[config.mk]
export PLATFORM = sky130hd
export DESIGN_NAME = taxi_fare_meter_flat
export DESIGN_NICKNAME = d
export VERILOG_FILES = /design/src/rtl/taxi_fare_meter_if.sv /design/src/rtl/taxi_fare_meter.sv /design/src/flat_wrapper.sv
export SDC_FILE = /design/constraint.sdc
export NUM_CORES = 1
export LEC_CHECK = 0
export ABC_AREA = 1
export BUFFER_PORTS_ARGS = -buffer_cell sky130_fd_sc_hd__buf_2
export CELL_PAD_IN_SITES_DETAIL_PLACEMENT = 0
export CELL_PAD_IN_SITES_GLOBAL_PLACEMENT = 1
export CORE_MARGIN = 5
export CORE_UTILIZATION = 49
export DETAILED_ROUTE_END_ITERATION = 10
export GPL_ROUTABILITY_DRIVEN = 1
export HOLD_SLACK_MARGIN = 0.12
export PLACE_DENSITY_LB_ADDON = 0.1
export RECOVER_POWER = 25
export SYNTH_ARGS = -nofsm -noshare
export SYNTH_HDL_FRONTEND = slang
export SYNTH_SLANG_ARGS = --single-unit
[constraint.sdc]
create_clock -name clk_50m -period 9.4 [get_ports clk_50m]
set_clock_uncertainty 0.15 [all_clocks]
set_input_delay 1.88 -clock clk_50m [delete_from_list [all_inputs] [get_ports clk_50m]]
set_output_delay 1.88 -clock clk_50m [all_outputs]
set_load 0.02 [all_outputs]
[src/rtl/taxi_fare_meter_if.sv]
// rtl/taxi_fare_meter_if.sv - ride controls and fare/display outputs of the taxi fare meter
interface taxi_fare_meter_if #(
    parameter int DIGITS = 4
);
    logic                  ride;
    logic                  wait_sw;
    logic                  clear;
    logic                  dist_pulse;
`ifdef NIGHT_SURCHARGE_EN
    logic                  night;
`endif
    logic [4*DIGITS-1:0]   fare_bcd;
    logic [7*DIGITS-1:0]   hex;
    logic [1:0]            state;
    logic                  overflow;

`ifdef NIGHT_SURCHARGE_EN
    modport master (output ride, wait_sw, clear, dist_pulse, night,
                    input  fare_bcd, hex, state, overflow);
    modport slave  (input  ride, wait_sw, clear, dist_pulse, night,
                    output fare_bcd, hex, state, overflow);
`else
    modport master (output ride, wait_sw, clear, dist_pulse,
                    input  fare_bcd, hex, state, overflow);
    modport slave  (input  ride, wait_sw, clear, dist_pulse,
                    output fare_bcd, hex, state, overflow);
`endif
endinterface

[src/rtl/taxi_fare_meter.sv]
// rtl/taxi_fare_meter.sv - taxi fare meter: ride FSM, distance/wait charging, BCD fare, 7-seg drive
// Optional NIGHT_SURCHARGE_EN adds a night input that raises per-km and wait charges by half.
module taxi_fare_meter #(
    parameter int CLK_HZ        = 50_000_000,
    parameter int TICK_HZ       = 10,
    parameter int DIGITS        = 4,
    parameter int PULSES_PER_KM = 10,
    parameter int BASE_FARE     = 100,
    parameter int BASE_DIST     = 3,
    parameter int RATE_KM       = 20,
    parameter int WAIT_TICKS    = 600,
    parameter int WAIT_RATE     = 10
) (
    input  logic              clk_50m,
    input  logic              rst,
    taxi_fare_meter_if.slave  bus
);
    localparam int FW  = 4 * DIGITS;
    localparam int DIV = CLK_HZ / TICK_HZ;

    typedef enum logic [1:0] {
        S_IDLE = 2'b00,
        S_RUN  = 2'b01,
        S_WAIT = 2'b10,
        S_STOP = 2'b11
    } state_t;

    function automatic logic [FW-1:0] to_bcd(input int unsigned v);
        logic [FW-1:0] r;
        int unsigned   t;
        r = '0;
        t = v;
        for (int i = 0; i < DIGITS; i++) begin
            r[4*i +: 4] = 4'(t % 10);
            t = t / 10;
        end
        return r;
    endfunction

    function automatic logic [6:0] seg7(input logic [3:0] d);
        case (d)
            4'd0:    return 7'h40;
            4'd1:    return 7'h79;
            4'd2:    return 7'h24;
            4'd3:    return 7'h30;
            4'd4:    return 7'h19;
            4'd5:    return 7'h12;
            4'd6:    return 7'h02;
            4'd7:    return 7'h78;
            4'd8:    return 7'h00;
            4'd9:    return 7'h10;
            default: return 7'h3F;
        endcase
    endfunction

    localparam logic [FW-1:0] BCD_BASE  = to_bcd(BASE_FARE);
    localparam logic [FW-1:0] BCD_KM    = to_bcd(RATE_KM);
    localparam logic [FW-1:0] BCD_WAIT  = to_bcd(WAIT_RATE);
    localparam logic [FW-1:0] BCD_NINES = {DIGITS{4'h9}};

`ifdef NIGHT_SURCHARGE_EN
    localparam int NSYNC = 5;
    localparam logic [FW-1:0] BCD_KM_N   = to_bcd(RATE_KM + RATE_KM / 2);
    localparam logic [FW-1:0] BCD_WAIT_N = to_bcd(WAIT_RATE + WAIT_RATE / 2);
    wire [NSYNC-1:0] w_async = {bus.night, bus.ride, bus.wait_sw, bus.clear, bus.dist_pulse};
`else
    localparam int NSYNC = 4;
    wire [NSYNC-1:0] w_async = {bus.ride, bus.wait_sw, bus.clear, bus.dist_pulse};
`endif

    logic [NSYNC-1:0] r_sync1;
    logic [NSYNC-1:0] r_sync2;
    logic             r_dist_d;
    logic [31:0]      r_div;
    state_t           r_state;
    logic [FW-1:0]    r_fare;
    logic [7:0]       r_km;
    logic [15:0]      r_pulse;
    logic [15:0]      r_wait;
    logic             r_ovf;

    always_ff @(posedge clk_50m or posedge rst) begin
        if (rst) begin
            r_sync1  <= '0;
            r_sync2  <= '0;
            r_dist_d <= 1'b0;
        end else begin
            r_sync1  <= w_async;
            r_sync2  <= r_sync1;
            r_dist_d <= r_sync2[0];
        end
    end

    wire w_ride      = r_sync2[3];
    wire w_wait_sw   = r_sync2[2];
    wire w_clear     = r_sync2[1];
    wire w_dist_edge = r_sync2[0] & ~r_dist_d;

    // Divider free-runs from reset so wait ticks are independent of ride boundaries.
    wire w_tick = (r_div == 32'(DIV - 1));

    always_ff @(posedge clk_50m or posedge rst) begin
        if (rst)         r_div <= '0;
        else if (w_tick) r_div <= '0;
        else             r_div <= r_div + 32'd1;
    end

    wire [7:0] w_km_next  = (r_km == 8'hFF) ? 8'hFF : r_km + 8'd1;
    wire       w_km_done  = w_dist_edge && (r_pulse == 16'(PULSES_PER_KM - 1));
    wire       w_wait_due = w_tick && (r_wait == 16'(WAIT_TICKS - 1));

    logic [FW-1:0] w_rate_km;
    logic [FW-1:0] w_rate_wait;
`ifdef NIGHT_SURCHARGE_EN
    assign w_rate_km   = r_sync2[4] ? BCD_KM_N   : BCD_KM;
    assign w_rate_wait = r_sync2[4] ? BCD_WAIT_N : BCD_WAIT;
`else
    assign w_rate_km   = BCD_KM;
    assign w_rate_wait = BCD_WAIT;
`endif

    logic          w_add_en;
    logic [FW-1:0] w_add_val;

    always_comb begin
        w_add_en  = 1'b0;
        w_add_val = '0;
        if (r_state == S_RUN && w_km_done && int'(w_km_next) > BASE_DIST) begin
            w_add_en  = 1'b1;
            w_add_val = w_rate_km;
        end else if (r_state == S_WAIT && w_wait_due) begin
            w_add_en  = 1'b1;
            w_add_val = w_rate_wait;
        end
    end

    logic [FW-1:0] w_sum;
    logic          w_carry;

    always_comb begin : bcd_add
        logic [4:0] s;
        logic       c;
        w_sum = '0;
        c     = 1'b0;
        for (int i = 0; i < DIGITS; i++) begin
            s = {1'b0, r_fare[4*i +: 4]} + {1'b0, w_add_val[4*i +: 4]} + {4'b0, c};
            if (s > 5'd9) begin
                s = s + 5'd6;
                c = 1'b1;
            end else begin
                c = 1'b0;
            end
            w_sum[4*i +: 4] = s[3:0];
        end
        w_carry = c;
    end

    always_ff @(posedge clk_50m or posedge rst) begin
        if (rst) begin
            r_state <= S_IDLE;
            r_fare  <= '0;
            r_km    <= '0;
            r_pulse <= '0;
            r_wait  <= '0;
            r_ovf   <= 1'b0;
        end else begin
            case (r_state)
                S_IDLE: begin
                    if (w_ride) begin
                        r_state <= S_RUN;
                        r_fare  <= BCD_BASE;
                        r_km    <= '0;
                        r_pulse <= '0;
                        r_wait  <= '0;
                        r_ovf   <= 1'b0;
                    end
                end
                S_RUN: begin
                    if (w_km_done) begin
                        r_pulse <= '0;
                        r_km    <= w_km_next;
                    end else if (w_dist_edge) begin
                        r_pulse <= r_pulse + 16'd1;
                    end
                    if (!w_ride)        r_state <= S_STOP;
                    else if (w_wait_sw) r_state <= S_WAIT;
                end
                S_WAIT: begin
                    if (w_wait_due)  r_wait <= '0;
                    else if (w_tick) r_wait <= r_wait + 16'd1;
                    if (!w_ride)         r_state <= S_STOP;
                    else if (!w_wait_sw) r_state <= S_RUN;
                end
                S_STOP: begin
                    if (w_clear) begin
                        r_state <= S_IDLE;
                        r_fare  <= '0;
                        r_ovf   <= 1'b0;
                    end
                end
                default: r_state <= S_IDLE;
            endcase

            // Once saturated the fare is frozen until the meter is cleared.
            if (w_add_en && !r_ovf) begin
                if (w_carry) begin
                    r_fare <= BCD_NINES;
                    r_ovf  <= 1'b1;
                end else begin
                    r_fare <= w_sum;
                end
            end
        end
    end

    assign bus.fare_bcd = r_fare;
    assign bus.state    = r_state;
    assign bus.overflow = r_ovf;

    always_comb begin
        bus.hex = '0;
        for (int i = 0; i < DIGITS; i++)
            bus.hex[7*i +: 7] = seg7(r_fare[4*i +: 4]);
    end
endmodule
[src/flat_wrapper.sv]
// flat-port wrapper written by rule: the top's interface ports become plain ports
module taxi_fare_meter_flat 
#(
    parameter int CLK_HZ        = 50_000_000,
    parameter int TICK_HZ       = 10,
    parameter int DIGITS        = 4,
    parameter int PULSES_PER_KM = 10,
    parameter int BASE_FARE     = 100,
    parameter int BASE_DIST     = 3,
    parameter int RATE_KM       = 20,
    parameter int WAIT_TICKS    = 600,
    parameter int WAIT_RATE     = 10
)
  (clk_50m, rst, bus_ride, bus_wait_sw, bus_clear, bus_dist_pulse, bus_fare_bcd, bus_hex, bus_state, bus_overflow);
  taxi_fare_meter_if #(.DIGITS(DIGITS)) bus_i ();
  input  logic clk_50m;
  input  logic rst;
  input wire logic [$bits(bus_i.ride)-1:0] bus_ride;
  input wire logic [$bits(bus_i.wait_sw)-1:0] bus_wait_sw;
  input wire logic [$bits(bus_i.clear)-1:0] bus_clear;
  input wire logic [$bits(bus_i.dist_pulse)-1:0] bus_dist_pulse;
  output wire logic [$bits(bus_i.fare_bcd)-1:0] bus_fare_bcd;
  output wire logic [$bits(bus_i.hex)-1:0] bus_hex;
  output wire logic [$bits(bus_i.state)-1:0] bus_state;
  output wire logic [$bits(bus_i.overflow)-1:0] bus_overflow;
  assign bus_i.ride = bus_ride;
  assign bus_i.wait_sw = bus_wait_sw;
  assign bus_i.clear = bus_clear;
  assign bus_i.dist_pulse = bus_dist_pulse;
  assign bus_fare_bcd = bus_i.fare_bcd;
  assign bus_hex = bus_i.hex;
  assign bus_state = bus_i.state;
  assign bus_overflow = bus_i.overflow;
  taxi_fare_meter #(.CLK_HZ(CLK_HZ), .TICK_HZ(TICK_HZ), .DIGITS(DIGITS), .PULSES_PER_KM(PULSES_PER_KM), .BASE_FARE(BASE_FARE), .BASE_DIST(BASE_DIST), .RATE_KM(RATE_KM), .WAIT_TICKS(WAIT_TICKS), .WAIT_RATE(WAIT_RATE)) u_core (.clk_50m(clk_50m), .rst(rst), .bus(bus_i));
endmodule
After elaboration in Yosys (flattened, before gate mapping)

Memory sizes are Yosys's and may differ from the RTL's.
Cells that the tools add are included.

Flip-flop bits (word level): 100
Latch bits: 0
RAM bits: 0
ROM bits: 448
Input port bits: 6
Output and inout bits: 47
Word-level logic and storage cells: 109
Memories: 4

Memory list:

| name             | depth | bits a word | rd ports | clocked after Yosys merged registers in | wr ports | line                  | source |
|---|---|---|---|---|---|---|---|
| (name not given) | 16    | 7           | 1        | 0                                       | 0        | taxi_fare_meter.sv:41 | `case (d)` |
| (name not given) | 16    | 7           | 1        | 0                                       | 0        | taxi_fare_meter.sv:41 |  |
| (name not given) | 16    | 7           | 1        | 0                                       | 0        | taxi_fare_meter.sv:41 |  |
| (name not given) | 16    | 7           | 1        | 0                                       | 0        | taxi_fare_meter.sv:41 |  |

Add/sub/neg operators: 15
Multipliers: 0
Divide/modulo/power cells: 0
Magnitude comparators: 5
Eq/ne operators: 16
Shift-type cells: 0
Multiplexer cells: 41
Bitwise operators: 2
Reductions and logical operators: 16

Operator list:

| operator                                                                 | count |
|---|---|
| 16-bit 2-to-1 mux                                                        | 10 |
| 16-bit case mux with 2 select lines                                      | 3 |
| 16-bit by 1-bit adder with 16-bit output (second input constant)         | 2 |
| 32-bit by 1-bit adder with 32-bit output (second input constant)         | 1 |
| 32-bit by 23-bit equality test with 1-bit output (second input constant) | 1 |
| 32-bit 2-to-1 mux                                                        | 1 |
| 8-bit 2-to-1 mux                                                         | 3 |
| 4-bit by 4-bit adder with 5-bit output                                   | 4 |
| 5-bit by 4-bit > comparator with 1-bit output (second input constant)    | 4 |
| 4-bit by 3-bit adder with 4-bit output (second input constant)           | 4 |
| 16-bit by 10-bit equality test with 1-bit output (second input constant) | 1 |
| 16-bit by 4-bit equality test with 1-bit output (second input constant)  | 1 |
| 4-bit 2-to-1 mux                                                         | 4 |
| 8-bit case mux with 2 select lines                                       | 1 |
| 5-bit by 1-bit adder with 5-bit output                                   | 3 |
| 2-bit 2-to-1 mux                                                         | 6 |
| 3-bit by 1-bit inequality test with 1-bit output (second input constant) | 4 |
| 3-bit AND reduction                                                      | 4 |
| 1-bit 2-to-1 mux                                                         | 10 |
| 8-bit by 1-bit adder with 8-bit output (second input constant)           | 1 |
| 8-bit equality test (second input constant)                              | 1 |
| 8-bit by 2-bit > comparator with 1-bit output (second input constant)    | 1 |
| 2-bit case mux with 4 select lines                                       | 1 |
| 1-bit logical AND                                                        | 6 |
| 13 further kinds                                                         | 18 |

Depth between registers and ports, before layout

Gate-level depths: netlist (run 1).

Depth in word-level cells: 20
Depth in mapped cells: 32

Least setup slack after synthesis (run 1)

No wires, ideal clock.

Path type: reg-to-reg
Start point: reg u_core.r_km[0]
End point: reg u_core.r_fare[3], in the netlist u_core.bus.fare_bcd[3]
Setup time: 0.118 ns
Data arrival time: 4.575 ns
Required time: 9.132 ns
Path slack: 4.558 ns
Cell stages (with the launch flop): 33
Buffers on the path: 0
Clock period less this slack: 4.842 ns
Cells stage by stage: dfrtp_1 > ha_1 > nand2_1 > nor2_1 > nand2_1 > nand3_1 > nor2_1 > nand3_1 > nand2_2 > inv_1 > nor2_1 > fa_1 > inv_1 > fa_1 > xor2_1 > nand2_1 > nand2_1 > nand2_1 > ha_1 > ha_1 > xnor2_1 > a21o_1 > nand2_1 > ha_1 > ha_1 > xnor2_1 > nand3_1 > nand2_1 > nand3_4 > nand2_4 > nand2_2 > nand2_1 > nand2_1

Cells in the longest elaborated chain, start to end: 19

RTL lines:

| item                                                                                 | line                   | source |
|---|---|---|
| start, declared                                                                      | taxi_fare_meter.sv:77  | `logic [7:0] r_km;` |
| start signal, assigned                                                               | taxi_fare_meter.sv:181 | `r_km <= w_km_next;` |
| 8-bit by 1-bit adder with 8-bit output / 8-bit equality test (equally long branches) | taxi_fare_meter.sv:108 | `wire [7:0] w_km_next = (r_km == 8'hFF) ? 8'hFF : r_km + 8'd1;` |
| 8-bit 2-to-1 mux (*)                                                                 | taxi_fare_meter.sv:108 |  |
| 8-bit by 2-bit > comparator with 1-bit output (*)                                    | taxi_fare_meter.sv:128 | `if (r_state == S_RUN && w_km_done && int'(w_km_next) > BASE_DIST) begin` |
| 1-bit logical AND (*)                                                                | taxi_fare_meter.sv:128 |  |
| 16-bit 2-to-1 mux                                                                    | taxi_fare_meter.sv:128 |  |
| 4-bit by 4-bit adder with 5-bit output                                               | taxi_fare_meter.sv:146 | `s = {1'b0, r_fare[4*i +: 4]} + {1'b0, w_add_val[4*i +: 4]} + {4'b0, c};` |
| 5-bit by 4-bit > comparator with 1-bit output                                        | taxi_fare_meter.sv:147 | `if (s > 5'd9) begin` |
| 1-bit 2-to-1 mux                                                                     | taxi_fare_meter.sv:147 |  |
| (+3 left out)                                                                        | n/a                    |  |
| 5-bit by 1-bit adder with 5-bit output                                               | taxi_fare_meter.sv:146 |  |
| 5-bit by 4-bit > comparator with 1-bit output                                        | taxi_fare_meter.sv:147 |  |
| 1-bit 2-to-1 mux                                                                     | taxi_fare_meter.sv:147 |  |
| 5-bit by 1-bit adder with 5-bit output                                               | taxi_fare_meter.sv:146 |  |
| 5-bit by 4-bit > comparator with 1-bit output                                        | taxi_fare_meter.sv:147 |  |
| 1-bit 2-to-1 mux                                                                     | taxi_fare_meter.sv:147 |  |
| 16-bit 2-to-1 mux                                                                    | taxi_fare_meter.sv:206 | `if (w_carry) begin` |
| 16-bit 2-to-1 mux                                                                    | taxi_fare_meter.sv:205 | `if (w_add_en && !r_ovf) begin` |
| end signal, assigned                                                                 | taxi_fare_meter.sv:210 | `r_fare <= w_sum;` |
| end, declared                                                                        | taxi_fare_meter.sv:76  | `logic [FW-1:0] r_fare;` |

Mark *: on every way between the ends. The rest lies on a longest branch, timed or not.
A chain may end at the register's enable or synchronous reset.

Worst setup path after layout (run 1)

Start point: reg u_core.r_state[1], in the netlist u_core.bus.state[1]
End point: reg u_core.r_fare[1], in the netlist u_core.bus.fare_bcd[1]

Cells in the longest elaborated chain, start to end: 18

RTL lines:

| item                                           | line                   | source |
|---|---|---|
| start, declared                                | taxi_fare_meter.sv:75  | `state_t r_state;` |
| start signal, assigned                         | taxi_fare_meter.sv:160 | `r_state <= S_IDLE;` |
| start signal, assigned                         | taxi_fare_meter.sv:170 | `r_state <= S_RUN;` |
| start signal, assigned                         | taxi_fare_meter.sv:185 | `if (!w_ride) r_state <= S_STOP;` |
| 2-bit by 1-bit equality test with 1-bit output | taxi_fare_meter.sv:128 |  |
| 1-bit logical AND (2 in series)                | taxi_fare_meter.sv:128 |  |
| 16-bit 2-to-1 mux                              | taxi_fare_meter.sv:128 |  |
| 4-bit by 4-bit adder with 5-bit output         | taxi_fare_meter.sv:146 |  |
| 5-bit by 4-bit > comparator with 1-bit output  | taxi_fare_meter.sv:147 |  |
| 1-bit 2-to-1 mux                               | taxi_fare_meter.sv:147 |  |
| 5-bit by 1-bit adder with 5-bit output         | taxi_fare_meter.sv:146 |  |
| 5-bit by 4-bit > comparator with 1-bit output  | taxi_fare_meter.sv:147 |  |
| 1-bit 2-to-1 mux                               | taxi_fare_meter.sv:147 |  |
| 5-bit by 1-bit adder with 5-bit output         | taxi_fare_meter.sv:146 |  |
| 5-bit by 4-bit > comparator with 1-bit output  | taxi_fare_meter.sv:147 |  |
| 1-bit 2-to-1 mux                               | taxi_fare_meter.sv:147 |  |
| 5-bit by 1-bit adder with 5-bit output         | taxi_fare_meter.sv:146 |  |
| 5-bit by 4-bit > comparator with 1-bit output  | taxi_fare_meter.sv:147 |  |
| 1-bit 2-to-1 mux                               | taxi_fare_meter.sv:147 |  |
| 16-bit 2-to-1 mux                              | taxi_fare_meter.sv:206 |  |
| 16-bit 2-to-1 mux                              | taxi_fare_meter.sv:205 |  |

Parallel ways exist; a longest one is shown, timed or not.

==> qor.csv, run 1 <==
stage,metric,value,unit
run_status,outcome,completed,
power,Lkg Pwr,0.00361,µW
timing,f_max,178,MHz
yosys,synthesized flop and latch total,100,
power,Pwr Total,1260,µW
grt,vias in the first global route,5504,
power,combinational power share,0.312,
final_layout,share of cells above drive strength 1,0.121,
die,Ports,53,
yosys,synth unique cells,51,
yosys,Ys Warns,0,
yosys,top cell type's share of synthesized area,0.377,
worst_setup_path,most frequent CP cell,nand2_1,
worst_setup_path,slowest cell on the critical path,dfrtp_1,
route,drt via density,5.21,
die,die height,126,µm
clock_tree,CTS resizes,0,
final_layout,filler instances,1323,
die,Chip Width,126,µm
clock_tree,clk sinks,100,
run,max-cap violation count,0,
clock_tree,Clock Pin Slew Worst Setup and Hold Paths,80,ps
placed_design,pre-CTS setup slack,3920,ps
power,Flop pwr share,0.380,
grt,initial antenna violation count,0,
clock_tree,CTS max path bufs,2,
timing,"Hold Violations, Final",0,
clock_tree,clock latency on the worst-skew pair,360,ps
clock_tree,hold buffers post-CTS,0,
timing,actual slew at the worst max-slew pin,1280,ps
final_layout,area delta synth->final,10.5,%
yosys,Gate Count Post-Synth,865,
final_layout,"non-filler cells, final",1097,
timing,final setup violation count,0,
route,DR DRC count,0,
power,Power Dens Cells,172,nW/µm²
worst_setup_path,element type at the critical path start,register,
power,sw frac,0.383,
route,total length of routed wires,15100,µm
timing,RSZ-0062 raised after global routing,no,
worst_setup_path,CP endpoint kind,register,
timing,final slew viol count,0,
placed_design,dpl cells,1081,
yosys,Post-Syn Area per Cell,7.67,µm²
power,switching power,482,µW
die,Site Rows,42,
worst_setup_path,CP max FO,11,
route,drt pass-1 iters,4,
die,full die area,16000,µm²
clock_tree,CTS tree,done,
power,Worst VDD drop,145,µV
route,initial drt markers,401,
placed_design,RD Place Congestion,0.910,
timing,min cycle time layout,5610,ps
yosys,Area contributors post-synth,"dfrtp_1, nand2_1, inv_1",
timing,minimum hold slack,199,ps
timing,setup_tns,0,ps
placed_design,IO buf count,52,
worst_setup_path,WP data required,9500,ps
yosys,Syn Nets,912,
clock_tree,Setup Buffers After CTS,0,
worst_setup_path,delay of the slowest critical-path stage,430,ps
power,cell-internal power,778,µW
grt,first-pass GRT wire length,26000,µm
die,Starting Density,0.501,
clock_tree,Root Buffer,clkbuf_16,
route,ANT nets after route,0,
grt,grt ovf,0,
final_layout,fin nets,963,
worst_hold_path,Hold/Removal Path Class,register to register,
yosys,largest area contributor in the netlist,dfrtp_1,
worst_setup_path,Setup CP Type,register to register,
timing,Max-Slew Margin vs Limit,0.140,
grt,largest net degree at the start of global routing,73,
yosys,sequential area share after synthesis,0.377,
worst_setup_path,Arrival @ worst endpoint,5700,ps
power,Clock Power Share,0.308,
yosys,Syn Std Cell Area,6630,µm²
route,routed vias,5717,
die,Core Region,13200,µm²
grt,Tot GR Track Use,0.195,
final_layout,antenna cells,0,
route,average wire per standard cell,13.8,µm
placed_design,DP Wirelength,11500,µm
clock_tree,CTS H-Tree Depth,3,
clock_tree,TritonCTS buffer count,9,
timing,final worst path period share,0.596,
timing,Setup WS post-layout,3790,ps
-- metal layers --
layer  share of wire  track usage
met5               0            0
met4          0.0080       0.0385
met3           0.053       0.0467
met2            0.46        0.321
met1            0.48        0.266
-- area by class of cell --
cell class	count	area, µm²	area share
Clock buffer	10	239	0.0326
Clock inverter	6	71.3	0.00973
Inverter	140	533	0.0727
Multi-Input combinational cell	612	3490	0.477
Sequential cell	100	2500	0.341
Tap cell	176	220	0.0300
Timing Repair Buffer	53	268	0.0365
-- final timing paths --
path,from,endpoint,slack [ps],cells past startpoint
setup / recovery,u_core.bus.state[1],u_core.bus.fare_bcd[1],3790,29
hold / removal,u_core.r_sync1[1],u_core.r_sync2[1],200,0
setup reg to reg,u_core.bus.state[1],u_core.bus.fare_bcd[1],3790,29
hold reg to reg,u_core.r_sync1[1],u_core.r_sync2[1],200,0
max in group asynchronous,rst,u_core.bus.fare_bcd[10],5980,3
min in group asynchronous,rst,u_core.r_pulse[15],1630,2
-- kinds of logic after synthesis --
family / count (synthesis) / share of synthesized area
and+or+nand+nor: 402 / 0.281
AOI/OAI and AO/OA: 133 / 0.122
DFF: 100 / 0.377
adders and majority gates: 41 / 0.0796
xor gates and xnor gates: 36 / 0.0475
buffers and inverters: 153 / 0.0922
-- power groups by stage --
stage	sequential [µW]	clock (µW)	combinational (µW)
after global placement	485	0	390
after floorplan	492	0	309
after CTS	479	400	398
after global routing	482	418	442
after detailed placement	487	0	395
final	479	389	393
-- flip-flops by register name, indices dropped and copies added, names as in the netlist --
| signal | flops |
|---|---|
| u_core.r_pulse | 16 |
| u_core.r_km | 8 |
| u_core.r_wait | 16 |
| u_core.r_sync1 | 4 |
| u_core.bus.fare_bcd | 16 |
| u_core.r_div | 32 |
| u_core.bus.overflow | 1 |
| u_core.r_dist_d | 1 |
| u_core.r_sync2 | 4 |
| u_core.bus.state | 2 |
-- layout by cell type, fill, tap and decap left out, types with 3 or more instances in the layout --
cell type  synthesis  layout
nor4_1             9       9
xnor2_1            7       7
xor2_1            29      29
o31ai_1            3       3
clkbuf_16          0       9
nand4_1           20      20
nand3_2            5       3
nor2_2             4       4
o22ai_2            5       5
a31oi_1            3       3
buf_2              7      52
nand3_1           46      48
o21a_1             5       5
o21ai_0           58      58
nand2_4            6       5
nor3_2             3       3
dfrtp_1          100     100
a21oi_1           34      34
nand2_2            7       7
ha_1              39      39
inv_1            134     135
nand2_1          143     144
o21ai_1            7       7
nor2_1           120     121
nor3_1            29      29
o22ai_1            3       3
-- worst max-delay path: cells and delay by family (launching register included) --
kind,cells,cell delay [ps]
AOI/OAI and AO/OA,1,210
xor gates and xnor gates,3,770
adders and majority gates,7,1870
buffers and inverters,4,480
DFF,1,430
and+or+nand+nor,14,1550
-- Yosys cell counts (all sizes together) --
master and number:
nand2 156, nor4 9, o211ai 4, nor2 127, clkinv 2, and3 1
o21bai 1, a31oi 3, o21a 5, ha 39, a22oi 1, nor4b 1
o31ai 4, or2 1, o211a 1, a21oi 35, xor2 29, nand3 52
o21ai 65, o22ai 8, a21boi 2, nor3b 1, nor3 32, a21o 2
and3b 1, nand4 21, inv 138, buf 10, xnor2 7, dfrtp 100
clkbuf 3, o41ai 1, fa 2, o221ai 1
-- per-stage QoR --
| stage | utilization | instance area [µm²] |
|---|---|---|
| 3_5_place_dp | 0.532 | 7040 |
| 6_report | 0.553 | 7330 |
| 4_1_cts | 0.555 | 7350 |
| 3_3_place_gp | 0.532 | 7040 |
| 5_1_grt | 0.553 | 7330 |
| 2_1_floorplan | - | 6630 |
Note: power is estimated with default switching activity, not from simulation.
==> inputs of run 2 (changes only) <==
Settings changed: CORE_UTILIZATION 49 to 41.
Clock period 9.4 ns to 4.9 ns, I/O delays scaled along.
==> qor.csv, run 2 (same netlist as run 1, synthesis figures left out) <==
stage,metric,value,unit,change
die,full die area,18800,µm²,was 16000 µm²
worst_setup_path,CP endpoint kind,register,,unchanged
worst_setup_path,element type at the critical path start,register,,unchanged
final_layout,share of cells above drive strength 1,0.194,,was 0.121
timing,min cycle time layout,4710,ps,was 5610 ps
timing,"Hold Violations, Final",0,,unchanged
power,combinational power share,0.336,,was 0.312
worst_setup_path,most frequent CP cell,nand2_2,,was nand2_1
run_status,outcome,finished with violations,,was completed
placed_design,IO buf count,52,,unchanged
power,sw frac,0.389,,was 0.383
timing,Max-Slew Margin vs Limit,-1.00,,was 0.140
timing,f_max,212,MHz,was 178 MHz
grt,grt ovf,0,,unchanged
final_layout,"commonest non-fill, non-tap cell in the layout",nand2_1,,unchanged
clock_tree,clk sinks,100,,unchanged
route,drt pass-1 iters,5,,was 4
die,Ports,53,,unchanged
grt,vias in the first global route,5905,,was 5504
final_layout,area delta synth->final,19.6,%,was 10.5%
power,Clock Power Share,0.288,,was 0.308
clock_tree,Clock Pin Slew Worst Setup and Hold Paths,70,ps,was 80 ps
grt,largest net degree at the start of global routing,67,,was 73
timing,final worst path period share,0.961,,was 0.596
route,initial drt markers,451,,was 401
die,Core Region,15900,µm²,was 13200 µm²
die,Chip Width,137,µm,was 126 µm
route,average wire per standard cell,14.0,µm,was 13.8 µm
final_layout,antenna cells,0,,unchanged
clock_tree,TritonCTS buffer count,9,,unchanged
worst_setup_path,WP data required,5000,ps,was 9500 ps
power,Flop pwr share,0.376,,was 0.380
placed_design,RD Place Congestion,0.907,,was 0.910
final_layout,filler instances,1597,,was 1323
route,ANT nets after route,0,,unchanged
die,Site Rows,46,,was 42
power,switching power,950,µW,was 482 µW
route,routed vias,6052,,was 5717
worst_setup_path,Arrival @ worst endpoint,4810,ps,was 5700 ps
placed_design,DP Wirelength,12700,µm,was 11500 µm
die,Starting Density,0.418,,was 0.501
timing,setup_tns,0,ps,unchanged
worst_setup_path,Setup CP Type,register to register,,unchanged
clock_tree,Root Buffer,clkbuf_16,,unchanged
clock_tree,CTS tree,done,,unchanged
final_layout,Largest Register,u_core.r_div,,unchanged
clock_tree,CTS H-Tree Depth,3,,unchanged
worst_setup_path,CP max FO,6,,was 11
power,Lkg Pwr,0.00389,µW,was 0.00361 µW
worst_setup_path,CP top delay family,simple AND/OR/NAND/NOR gates,,was adder cells
timing,minimum hold slack,199,ps,about the same
power,cell-internal power,1490,µW,was 778 µW
grt,first-pass GRT wire length,28000,µm,was 26000 µm
clock_tree,CTS max path bufs,2,,unchanged
route,drt via density,5.08,,was 5.21
run,max-cap violation count,1,,was 0
grt,Tot GR Track Use,0.184,,was 0.195
power,Worst VDD drop,268,µV,was 145 µV
grt,initial antenna violation count,0,,unchanged
final_layout,"commonest cells after routing, fill and taps aside","nand2_1, inv_1, nor2_1",,unchanged
timing,final slew viol count,67,,was 0
final_layout,number of flip-flops in the largest register,32,,unchanged
worst_hold_path,Hold/Removal Path Class,register to register,,unchanged
worst_setup_path,Bufs and invs on worst path,2,,was 4
power,Power Dens Cells,308,nW/µm²,was 172 nW/µm²
final_layout,fin nets,1017,,was 963
run_status,failing checks,"capacitance limit, slew limit",,
route,total length of routed wires,16700,µm,was 15100 µm
timing,final setup violation count,0,,unchanged
die,die height,137,µm,was 126 µm
worst_setup_path,delay of the slowest critical-path stage,410,ps,was 430 ps
route,DR DRC count,0,,unchanged
worst_setup_path,slowest cell on the critical path,dfrtp_1,,unchanged
timing,actual slew at the worst max-slew pin,2980,ps,was 1280 ps
clock_tree,clock latency on the worst-skew pair,360,ps,about the same
run 2: changes by cell type in the layout (fill, tap and decap cells not counted), sizes merged:
cell | previous run | this run
bufinv | 1 | 0
clkinvlp | 2 | 4
clkinv | 4 | 2
clkbuf | 10 | 13
buf | 53 | 106
inv | 139 | 138
run 2: repair_timing:
action                     CTS  global route
hold endpoints to repair     0             0
gates resized for setup      4            26
pin swaps                    2            18
hold buffers                 0             0
setup endpoints to repair   12            16
buffers inserted             1             5
run 2: path summary, 6_finish.rpt:
check,from,end,slack [ps],depth (start not counted)
setup / recovery,u_core.r_km[0],u_core.bus.fare_bcd[1],190,32
hold / removal,u_core.r_sync1[2],u_core.r_sync2[2],200,0
setup reg to reg,u_core.r_km[0],u_core.bus.fare_bcd[1],190,32
hold reg to reg,u_core.r_sync1[2],u_core.r_sync2[2],200,0
max in group asynchronous,rst,u_core.r_pulse[13],1830,3
min in group asynchronous,rst,u_core.r_div[8],1290,2
run 2: worst reg2reg max path: cells and delay by family, from the launching register on:
kind,cells,cell delay [ps]
buf+inv,2,120
compound gates,1,170
fa+ha+maj,7,1430
xor+xnor,3,550
flops,1,410
simple gates,19,1740
run 2: layer usage:
layer | routed length [µm] | track usage | vias up
li1 | - | - | 3023
met1 | 7910 | 0.254 | 2881
met2 | 7770 | 0.301 | 128
met3 | 693 | 0.0299 | 20
met4 | 275 | 0.0510 | 0
met5 | 0 | 0 | -
run 2: final cells by class:
type / instances / area, µm² / area share
multi-input cells: 612 / 3670 / 0.463
clock buffers: 12 / 256 / 0.0323
inverters: 140 / 533 / 0.0672
well taps: 216 / 270 / 0.0341
flip-flops and latches: 100 / 2500 / 0.315
clock inverters: 4 / 31.3 / 0.00394
repair buffers: 107 / 669 / 0.0844
run 2: metrics by stage:
| step | area, µm² | setup slack (ps) | total power, µW | instances | utilization |
|---|---|---|---|---|---|
| global route | 7930 | -84.0 | 2600 | 1191 | 0.499 |
| detailed placement | 7450 | -138 | 1750 | 1169 | 0.469 |
| floorplan | 6630 | 57.7 | 1540 | 865 | - |
| CTS | 7770 | 9.65 | 2460 | 1186 | 0.489 |
| finish | 7930 | 190 | 2440 | 1191 | 0.499 |
| global placement | 7450 | 78.2 | 1730 | 1169 | 0.469 |
run 2: power groups by stage:
stage                     clock, µW  combinational, µW  sequential (µW)
final                           704                820              917
after global routing            754                921              924
after detailed placement          0                819              929
after floorplan                   0                594              943
after CTS                       725                823              913
after global placement            0                806              926
